**src/rtl/apb_pkg.sv**
```systemverilog
// -----------------------------------------------------------------------------
// apb_pkg
// Shared types for the APB command queue.
//   APB_AW / APB_DW : address / data widths that size cmd_t
//   cmd_t           : one queued host command {write, addr, wdata, strb, prot}
//   state_e         : issue FSM states {IDLE, ISSUE, WAIT, RESP}
// -----------------------------------------------------------------------------
package apb_pkg;

  localparam int APB_AW = 32;
  localparam int APB_DW = 32;

  typedef struct packed {
    logic              write;
    logic [APB_AW-1:0] addr;
    logic [APB_DW-1:0] wdata;
    logic [3:0]        strb;
    logic [2:0]        prot;
  } cmd_t;

  typedef enum logic [1:0] {
    IDLE  = 2'd0,
    ISSUE = 2'd1,
    WAIT  = 2'd2,
    RESP  = 2'd3
  } state_e;

endpackage

```
**src/rtl/apb_cmd_fifo.sv**
```systemverilog
// -----------------------------------------------------------------------------
// apb_cmd_fifo
// Synchronous FIFO of cmd_t with a registered read port (block-RAM style).
// The head entry appears on dout the cycle after pop is asserted.
// Ports:
//   clk, srst   clock, synchronous active-high reset (empties the FIFO)
//   push, din   write din when push and not full
//   pop, dout   read the head into dout when pop and not empty
//   full, empty status from the registered pointers only, so a pop does
//               not free a slot for a push in the same cycle
// -----------------------------------------------------------------------------
module apb_cmd_fifo
  import apb_pkg::*;
#(
  parameter int DEPTH = 4
) (
  input  logic clk,
  input  logic srst,
  input  logic push,
  input  cmd_t din,
  input  logic pop,
  output logic full,
  output logic empty,
  output cmd_t dout
);

  localparam int PTR_W = $clog2(DEPTH);

  cmd_t             r_mem [DEPTH];
  cmd_t             r_dout;
  logic [PTR_W:0]   r_wr_ptr;
  logic [PTR_W:0]   r_rd_ptr;
  logic             w_push;
  logic             w_pop;

  // Extra wrap bit: equal pointers = empty, only the wrap bit differing = full.
  assign full  = (r_wr_ptr[PTR_W] != r_rd_ptr[PTR_W]) &&
                 (r_wr_ptr[PTR_W-1:0] == r_rd_ptr[PTR_W-1:0]);
  assign empty = (r_wr_ptr == r_rd_ptr);

  assign w_push = push && !full;
  assign w_pop  = pop && !empty;
  assign dout   = r_dout;

  // Storage is left unreset so it can map onto RAM.
  always_ff @(posedge clk) begin
    if (w_push) begin
      r_mem[r_wr_ptr[PTR_W-1:0]] <= din;
    end
  end

  always_ff @(posedge clk) begin
    if (srst) begin
      r_wr_ptr <= '0;
      r_rd_ptr <= '0;
      r_dout   <= '0;
    end else begin
      if (w_push) begin
        r_wr_ptr <= r_wr_ptr + 1'b1;
      end
      if (w_pop) begin
        r_rd_ptr <= r_rd_ptr + 1'b1;
        r_dout   <= r_mem[r_rd_ptr[PTR_W-1:0]];
      end
    end
  end

endmodule

```
**src/rtl/apb_cmd_queue.sv**
```systemverilog
// -----------------------------------------------------------------------------
// apb_cmd_queue
// Buffers host APB commands, issues them one at a time to the APB master
// wrapper (transfer pulse + S* fields), watches the bus for completion and
// returns one response per command, strictly in order.
// Ports:
//   PCLK, PRESET                clock, synchronous active-high reset
//   cmd_valid/cmd_ready + cmd_* host command channel
//   transfer, S*                start pulse and command fields to the master
//   PSEL/PENABLE/PREADY/PSLVERR bus monitor taps, PRDATA read data
//   rsp_valid/rsp_ready + rsp_* response channel (rdata, err, write echo)
// Parameters: DEPTH (power of 2, >=2), AW/DW (must equal the package widths
// that size cmd_t), TIMEOUT.
// Optional feature: define APB_TIMEOUT_EN to force an error response after
// TIMEOUT cycles in WAIT without completion.
// -----------------------------------------------------------------------------
module apb_cmd_queue
  import apb_pkg::*;
#(
  parameter int DEPTH   = 4,
  parameter int AW      = APB_AW,
  parameter int DW      = APB_DW,
  parameter int TIMEOUT = 64
) (
  input  logic          PCLK,
  input  logic          PRESET,
  input  logic          cmd_valid,
  output logic          cmd_ready,
  input  logic          cmd_write,
  input  logic [AW-1:0] cmd_addr,
  input  logic [DW-1:0] cmd_wdata,
  input  logic [3:0]    cmd_strb,
  input  logic [2:0]    cmd_prot,
  output logic          transfer,
  output logic          SWRITE,
  output logic [AW-1:0] SADDR,
  output logic [DW-1:0] SWDATA,
  output logic [3:0]    SSTRB,
  output logic [2:0]    SPROT,
  input  logic          PSEL,
  input  logic          PENABLE,
  input  logic          PREADY,
  input  logic          PSLVERR,
  input  logic [DW-1:0] PRDATA,
  output logic          rsp_valid,
  input  logic          rsp_ready,
  output logic [DW-1:0] rsp_rdata,
  output logic          rsp_err,
  output logic          rsp_write
);

  state_e          r_state, w_state_next;
  cmd_t            r_hold, w_hold_next;
  logic            r_transfer, w_transfer_next;
  logic            r_rsp_valid, w_rsp_valid_next;
  logic [DW-1:0]   r_rsp_rdata, w_rsp_rdata_next;
  logic            r_rsp_err, w_rsp_err_next;
  logic            r_rsp_write, w_rsp_write_next;

  cmd_t            w_cmd_in;
  cmd_t            w_head;
  logic            w_full;
  logic            w_empty;
  logic            w_pop;
  logic            w_complete;

  assign w_cmd_in = '{write: cmd_write, addr: cmd_addr, wdata: cmd_wdata,
                      strb: cmd_strb, prot: cmd_prot};

  apb_cmd_fifo #(.DEPTH(DEPTH)) u_fifo (
    .clk   (PCLK),
    .srst  (PRESET),
    .push  (cmd_valid),
    .din   (w_cmd_in),
    .pop   (w_pop),
    .full  (w_full),
    .empty (w_empty),
    .dout  (w_head)
  );

  assign w_complete = PSEL && PENABLE && PREADY;

`ifdef APB_TIMEOUT_EN
  localparam int CNT_W = $clog2(TIMEOUT + 1);
  // Counter value at which the next WAIT cycle brings it to TIMEOUT.
  localparam logic [CNT_W-1:0] CNT_LAST = CNT_W'(TIMEOUT - 1);
  logic [CNT_W-1:0] r_cnt, w_cnt_next;
`else
  logic w_unused_timeout;
  assign w_unused_timeout = (TIMEOUT > 0);
`endif

  always_comb begin
    w_state_next     = r_state;
    w_hold_next      = r_hold;
    w_transfer_next  = 1'b0;
    w_rsp_valid_next = r_rsp_valid;
    w_rsp_rdata_next = r_rsp_rdata;
    w_rsp_err_next   = r_rsp_err;
    w_rsp_write_next = r_rsp_write;
    w_pop            = 1'b0;
`ifdef APB_TIMEOUT_EN
    w_cnt_next       = r_cnt;
`endif
    unique case (r_state)
      IDLE: begin
        // The FIFO read is registered: the head is on w_head during ISSUE.
        if (!w_empty && !r_rsp_valid) begin
          w_pop        = 1'b1;
          w_state_next = ISSUE;
        end
      end
      ISSUE: begin
        w_hold_next     = w_head;
        w_transfer_next = 1'b1;
        w_state_next    = WAIT;
`ifdef APB_TIMEOUT_EN
        w_cnt_next      = '0;
`endif
      end
      WAIT: begin
        // Completion is checked first so it wins over a simultaneous timeout.
        if (w_complete) begin
          w_rsp_valid_next = 1'b1;
          w_rsp_rdata_next = r_hold.write ? '0 : PRDATA;
          w_rsp_err_next   = PSLVERR;
          w_rsp_write_next = r_hold.write;
          w_state_next     = RESP;
        end
`ifdef APB_TIMEOUT_EN
        else if (r_cnt == CNT_LAST) begin
          w_rsp_valid_next = 1'b1;
          w_rsp_rdata_next = '0;
          w_rsp_err_next   = 1'b1;
          w_rsp_write_next = r_hold.write;
          w_state_next     = RESP;
        end else begin
          w_cnt_next = r_cnt + 1'b1;
        end
`endif
      end
      RESP: begin
        if (rsp_ready) begin
          w_rsp_valid_next = 1'b0;
          w_state_next     = IDLE;
        end
      end
      default: w_state_next = IDLE;
    endcase
  end

  always_ff @(posedge PCLK) begin
    if (PRESET) begin
      r_state     <= IDLE;
      r_hold      <= '0;
      r_transfer  <= 1'b0;
      r_rsp_valid <= 1'b0;
      r_rsp_rdata <= '0;
      r_rsp_err   <= 1'b0;
      r_rsp_write <= 1'b0;
`ifdef APB_TIMEOUT_EN
      r_cnt       <= '0;
`endif
    end else begin
      r_state     <= w_state_next;
      r_hold      <= w_hold_next;
      r_transfer  <= w_transfer_next;
      r_rsp_valid <= w_rsp_valid_next;
      r_rsp_rdata <= w_rsp_rdata_next;
      r_rsp_err   <= w_rsp_err_next;
      r_rsp_write <= w_rsp_write_next;
`ifdef APB_TIMEOUT_EN
      r_cnt       <= w_cnt_next;
`endif
    end
  end

  assign cmd_ready = !w_full;
  assign transfer  = r_transfer;
  assign SWRITE    = r_hold.write;
  assign SADDR     = r_hold.addr;
  assign SWDATA    = r_hold.wdata;
  assign SSTRB     = r_hold.strb;
  assign SPROT     = r_hold.prot;
  assign rsp_valid = r_rsp_valid;
  assign rsp_rdata = r_rsp_rdata;
  assign rsp_err   = r_rsp_err;
  assign rsp_write = r_rsp_write;

endmodule

```
**config.mk**
```make
export PLATFORM = sky130hd
export DESIGN_NAME = apb_cmd_queue
export DESIGN_NICKNAME = d
export VERILOG_FILES = /design/src/rtl/apb_pkg.sv /design/src/rtl/apb_cmd_fifo.sv /design/src/rtl/apb_cmd_queue.sv
export SDC_FILE = /design/constraint.sdc
export NUM_CORES = 1
export LEC_CHECK = 0
export ABC_AREA = 1
export CAP_MARGIN = 10
export CORE_MARGIN = 3
export CORE_UTILIZATION = 62
export CTS_BUF_LIST = sky130_fd_sc_hd__clkbuf_2 sky130_fd_sc_hd__clkbuf_4 sky130_fd_sc_hd__clkbuf_8
export DETAILED_ROUTE_END_ITERATION = 10
export PLACE_DENSITY = 0.88
export SKIP_LAST_GASP = 1
export SLEW_MARGIN = 20
export SYNTH_ARGS = -nofsm -noshare
export SYNTH_HDL_FRONTEND = slang
export SYNTH_SLANG_ARGS = --single-unit
```
**constraint.sdc**
```tcl
create_clock -name PCLK -period 12.75 [get_ports PCLK]
set_input_delay 3.1875 -clock PCLK [delete_from_list [all_inputs] [get_ports PCLK]]
set_output_delay 3.1875 -clock PCLK [all_outputs]
set_load 0.005 [all_outputs]
```
==> Yosys cells after proc, flatten, opt, wreduce, memory -nomap -nowiden <==
Memories as Yosys holds them, arrays and structs flattened. A register that Yosys moved wholly into a read port is not among the register bits.
Cells that the tools add are included.
Widths: inputs -> output; s select.
{ "word_totals": {"regBits": 116, "latch_bits": 0, "mem_bits_rw": 288, "rom_bits": 0, "inputBits": 112, "output_inout_bits": 109, "word_cells": 52, "n_memories": 1} }
{ "classes": {"addsub": 2, "mul": 0, "div_mod_pow": 0, "order_cmp": 0, "eq_ne": 9, "shift": 0, "n_mux": 13, "bitwise_logic": 0, "n_reduce_logical": 14} }
{ "mem_list": {"columns": ["memory", "words", "word_bits", "rd", "rd_clocked_by_memory_dff", "wr", "line_no", "rtl"], "rows": [
  ["u_fifo.r_mem", 4, 72, 1, 1, 1, "apb_cmd_fifo.sv:29", "cmd_t r_mem [DEPTH];"]
]} }
{ "op_table": {"columns": ["op", "count"], "rows": [
  ["$mux 32", 1],
  ["$pmux 2 s4", 1],
  ["$mux 1", 7],
  ["$add 3x1->3 const B", 2],
  ["$logic_and 1x1->1", 6],
  ["$mux 2", 3],
  ["$ne 2x2->1 const B", 3],
  ["$reduce_and 3->1", 2],
  ["$eq 2x2->1 const B", 2],
  ["$eq 3x3->1", 1],
  ["$logic_not 1->1", 3],
  ["$eq 2x1->1 const B", 1],
  ["$eq 2x2->1", 1],
  ["$logic_not 2->1", 1],
  ["$pmux 1 s2", 1],
  ["$reduce_and 2->1", 1],
  ["$reduce_bool 2->1", 1],
  ["$ne 1x1->1", 1]
]} }

==> Logic depth before layout (Yosys ltp) <==
{ "logic_depth": {"word_depth": 6, "depth_mapped": 11, "ltp_nobuf": 10} }

==> By module <==
From an unflattened synthesis, not the netlist that was laid out.
{ "unflattened": {"hier_cells": 2165, "area_unflattened_um2": 19543.7} }
{ "by_module_without_submodules": {"columns": ["mod", "instances", "cells_per_inst", "area_per_inst_um2", "seq_area_each_um2"], "rows": [
  ["apb_cmd_fifo", 1, 1668, 15579.9, 10209.8],
  ["apb_cmd_queue", 1, 497, 3963.8, 2202.1]
]} }

==> Least setup slack after synthesis <==
Ideal clock, no wire load.
{ "synth_path": {"path_kind": "input to register", "startpoint": "input cmd_valid", "endpoint": "memory u_fifo.r_mem[3][0] in the netlist's numbering (enable)", "setup_ns": 0.504, "arrival_ns": 6.386, "t_required_ns": 12.246, "slack_ns": 5.859, "path_stages": 2, "n_path_buf": 0, "path_cell_list": "nand2_1 > nor2_1"} }
{ "synth_via": {"elab_chain_cells": 3} }
{ "synth_lines": {"columns": ["item", "line_no", "rtl"], "rows": [
  ["from (decl)", "apb_cmd_queue.sv:27", "input logic cmd_valid,"],
  ["$logic_and 1x1->1", "apb_cmd_fifo.sv:41", "assign w_push = push && !full;"],
  ["$mux 1", "apb_cmd_fifo.sv:47", "if (w_push) begin"],
  ["$mux 1 (not written as such)", "apb_cmd_fifo.sv:48", "r_mem[r_wr_ptr[PTR_W-1:0]] <= din;"],
  ["to (decl)", "apb_cmd_fifo.sv:29", null]
]} }
No other way between the ends.

==> Worst setup path after layout <==
{ "layout_path": {"startpoint": "register u_fifo.r_rd_ptr[1]", "endpoint": "output cmd_ready"} }
{ "layout_via": {"elab_chain_cells": 3} }
{ "layout_lines": {"columns": ["item", "line_no", "rtl"], "rows": [
  ["from (decl)", "apb_cmd_fifo.sv:32", "logic [PTR_W:0] r_rd_ptr;"],
  ["from (signal assigned)", "apb_cmd_fifo.sv:62", "r_rd_ptr <= r_rd_ptr + 1'b1;"],
  ["$eq 2x2->1", "apb_cmd_fifo.sv:38", "(r_wr_ptr[PTR_W-1:0] == r_rd_ptr[PTR_W-1:0]);"],
  ["$logic_and 1x1->1", "apb_cmd_fifo.sv:37", "assign full = (r_wr_ptr[PTR_W] != r_rd_ptr[PTR_W]) &&"],
  ["$logic_not 1->1", "apb_cmd_queue.sv:178", "assign cmd_ready = !w_full;"],
  ["to (decl)", "apb_cmd_queue.sv:28", "output logic cmd_ready,"]
]} }
No other way between the ends.

==> impl_metrics.csv <==
group,metric,value,unit
clocking,cts_buffer_depth,3,
critical_path,worst_setup_path_start_kind,"flip-flop",
synthesis,yosys-top-cells-area,"edfxtp_1 49%, dfxtp_1 21%, nor2_1 7.6%, o21ai_0 6.6%, nand2_1 3.1%",
placement,place_ws,6970,ps
synthesis,synthesis.area,17500,µm²
timing,setup_tns,0,ps
critical_path,cpMostUsedCell,"nand2_1",
critical_path,crit_required,9560,ps
critical_path,slowest_stage,"dfxtp_4",
critical_path,critPathKind,"flip-flop to output port",
pwr,switching_share,0.329,
synthesis,synthTopCellsByCount,"353 x nor2_1, 288 x edfxtp_1, 231 x o21ai_0",
final_layout,final_area,21400,µm²
synthesis,syn_nets,1724,
die,dieArea,30300,µm²
route,drt_iter0_drc,1108,
clocking,clkSinkCount,476,
final_layout,final_nets,1920,
pwr,p_per_area,218,nW/µm²
die,coreArea,27300,µm²
clocking,cts_hold_buffers,0,
synthesis,async_flop_share,0,
synthesis,yosysSeqAreaShare,0.709,
global_routing,grt_max_degree,135,
die,rows,60,
synthesis,ys_seq_elements,476,
synthesis,synth_area_per_cell,10.9,µm²
pwr,vdd_ir_drop_max,0.121,mV
critical_path,rr_worst_depth,9,
run_status,status,"finished clean",
route,routed_wl,40200,µm
synthesis,synth_edf_count,288,
die,start_util,0.641,
worst_hold_path,min_from,"u_fifo.dout[16]",
clocking,numCtsBuffers,73,
synthesis,synth_area_leader_cell,"edfxtp_1",
clocking,cts_tree,"done",
timing,worst_slew_pin_slew,1090,ps
pwr,p_int,3.14,mW
worst_hold_path,whs_path_depth,2,
placement,portBuffers,220,
critical_path,crit_start,"u_fifo.r_rd_ptr[1]",
clocking,clk_latency,600,ps
critical_path,end_kind,"output port",
placement,place_hpwl,22300,µm
synthesis,synth_cell_types,23,
pwr,clkPwrFrac,0.281,
critical_path,max_stage_delay,990,ps
worst_hold_path,hp-class,"flip-flop to flip-flop",
synthesis,synth_top_area_share,0.494,
placement,placed_area,19900,µm²
global_routing,overflow,0,
timing,worst_slack,6290,ps
pwr,p_seq_frac,0.440,
die,fp.dieH,174,µm
timing,finalCritPeriodShare,0.506,
clocking,clkTransAtPathRegs,60,ps
timing,setup_viol,0,
route,drtAntennaViolNets,0,
route,drt-pass1-iter-count,6,
pwr,power.switching,1.54,mW
final_layout,drive_gt1_frac,0.0829,
run,cap_violations,0,
critical_path,cp.arrival,3270,ps
synthesis,synth.most_common_cell,"nor2_1",
global_routing,grt_pass1_vias,12575,
timing,hold_viol_final,0,
placement,routabilityCongestion,0.825,
critical_path,cp_max_fo,92,
timing,period_minus_slack,6460,ps
critical_path,path_cells,"inv_2, nand2_1, nand2_1, nand3_1, clkdlybuf4s50_1",
clocking,post-cts-setup-buffers,0,
synthesis,synthCells,1602,
route,drc_errors,0,
timing,clock_skew,37.3,ps
timing,slew_headroom,0.271,
clocking,clockRootBuffer,"clkbuf_8",
synthesis,yosysWarnings,0,
route,via_count,12703,
timing,fmax,155,MHz
die,io_pins,221,
route,wl_per_cell,18.0,µm
timing,maxSlewViolCount,0,
clocking,cts_max_level,3,
synthesis,ys.flop_type,"edfxtp_1",
critical_path,r2r-start,"u_fifo.r_rd_ptr[1]",
pwr,power_frac_comb,0.279,
final_layout,fillers,1637,
final_layout,area_delta_synth_final,22.5,%
global_routing,antenna_found_initial,3,
die,die_w,174,µm
clocking,cts_resized,0,
global_routing,grt_pass1_wl,62700,µm
timing,rsz0062_at_grt,"false",
global_routing,grt_use_total,0.256,
route,vias_per_cell,5.69,
pwr,leakagePower,7.93,nW
## registers in the layout, summed over array words and instances, names as in the netlist, 2 cells and up
signal           count
u_fifo.r_wr_ptr      3
u_fifo.dout         72
SWDATA              32
r_state              2
SADDR               32
u_fifo.r_mem       288
rsp_rdata           32
u_fifo.r_rd_ptr      3
SSTRB                4
SPROT                3
## power by group through the flow
stage / Sequential, mW / Combinational, mW / Clock, mW
after floorplan: 2.01 / 0.866 / 0
after global placement: 2.07 / 1.22 / 0
after detailed placement: 2.08 / 1.27 / 0
after CTS: 2.05 / 1.29 / 1.33
after global routing: 2.08 / 1.45 / 1.40
final: 2.06 / 1.30 / 1.31
## through the flow
| step | std cells | hold slack, ps | power (mW) | util |
|---|---|---|---|---|
| detailed placement | 2094 | 445 | 3.35 | 0.727 |
| CTS | 2229 | 455 | 4.67 | 0.784 |
| global placement | 2094 | 437 | 3.28 | 0.726 |
| global route | 2232 | 472 | 4.94 | 0.785 |
| finish | 2232 | 456 | 4.67 | 0.785 |
| floorplan | 1602 | 429 | 2.88 | - |
## final timing paths
path                     endpoint  slack, ps
hold / removal          SWDATA[9]        460
setup / recovery        cmd_ready       6290
setup reg to reg  u_fifo.dout[62]       8620
hold reg to reg         SWDATA[9]        460
## layout make-up
cell class | count | area, µm² | area share
flip-flops and latches | 476 | 12400 | 0.579
inverters | 75 | 289 | 0.0135
diodes | 2 | 5.00 | 0.000233
repair buffers | 229 | 2280 | 0.107
multi-input cells | 943 | 4430 | 0.206
clock inverters | 17 | 148 | 0.00688
well taps | 372 | 465 | 0.0217
clock buffers | 118 | 1410 | 0.0658
## cell usage in the layout (no fill, tap or decap), types with 4 or more instances in the layout
| cell type | netlist | final |
|---|---|---|
| nand3_1 | 4 | 4 |
| a22oi_1 | 32 | 32 |
| o22ai_1 | 55 | 55 |
| inv_6 | 0 | 4 |
| clkbuf_4 | 0 | 34 |
| ha_1 | 10 | 9 |
| dfxtp_1 | 188 | 186 |
| edfxtp_1 | 288 | 288 |
| nand2_1 | 146 | 146 |
| nor2_1 | 353 | 348 |
| clkdlybuf4s50_1 | 0 | 219 |
| nor2_4 | 0 | 5 |
| a21oi_1 | 80 | 80 |
| clkinv_1 | 1 | 6 |
| buf_4 | 6 | 8 |
| o21ai_0 | 231 | 231 |
| inv_1 | 72 | 71 |
| clkinv_2 | 0 | 4 |
| clkbuf_8 | 0 | 84 |
| o21ai_1 | 7 | 7 |
| nand4_1 | 20 | 20 |
## cell families after synthesis
logic type / count (synthesis) / share of synthesized area
adder cells (fa/ha/maj): 10 / 0.00714
AO/OA/AOI/OAI: 405 / 0.124
flip-flops: 476 / 0.709
AND/OR/NAND/NOR: 526 / 0.117
XOR/XNOR: 2 / 0.00143
buffers and inverters: 183 / 0.0419
## worst max-delay path, delay by kind of cell, from the launching register on
family	cells	cell delay, ps
buffers and inverters	2	1210
flip-flops	1	990
AND/OR/NAND/NOR	3	420
## metal layers
metal,part of all wire,global-route usage,vias up
met2,0.50,0.442,580
met3,0.080,0.0557,110
met5,0.00025,0,-
li1,-,-,5929
met4,0.035,0.134,2
met1,0.38,0.303,6082
No activity file was read; power rests on OpenSTA's default activity.
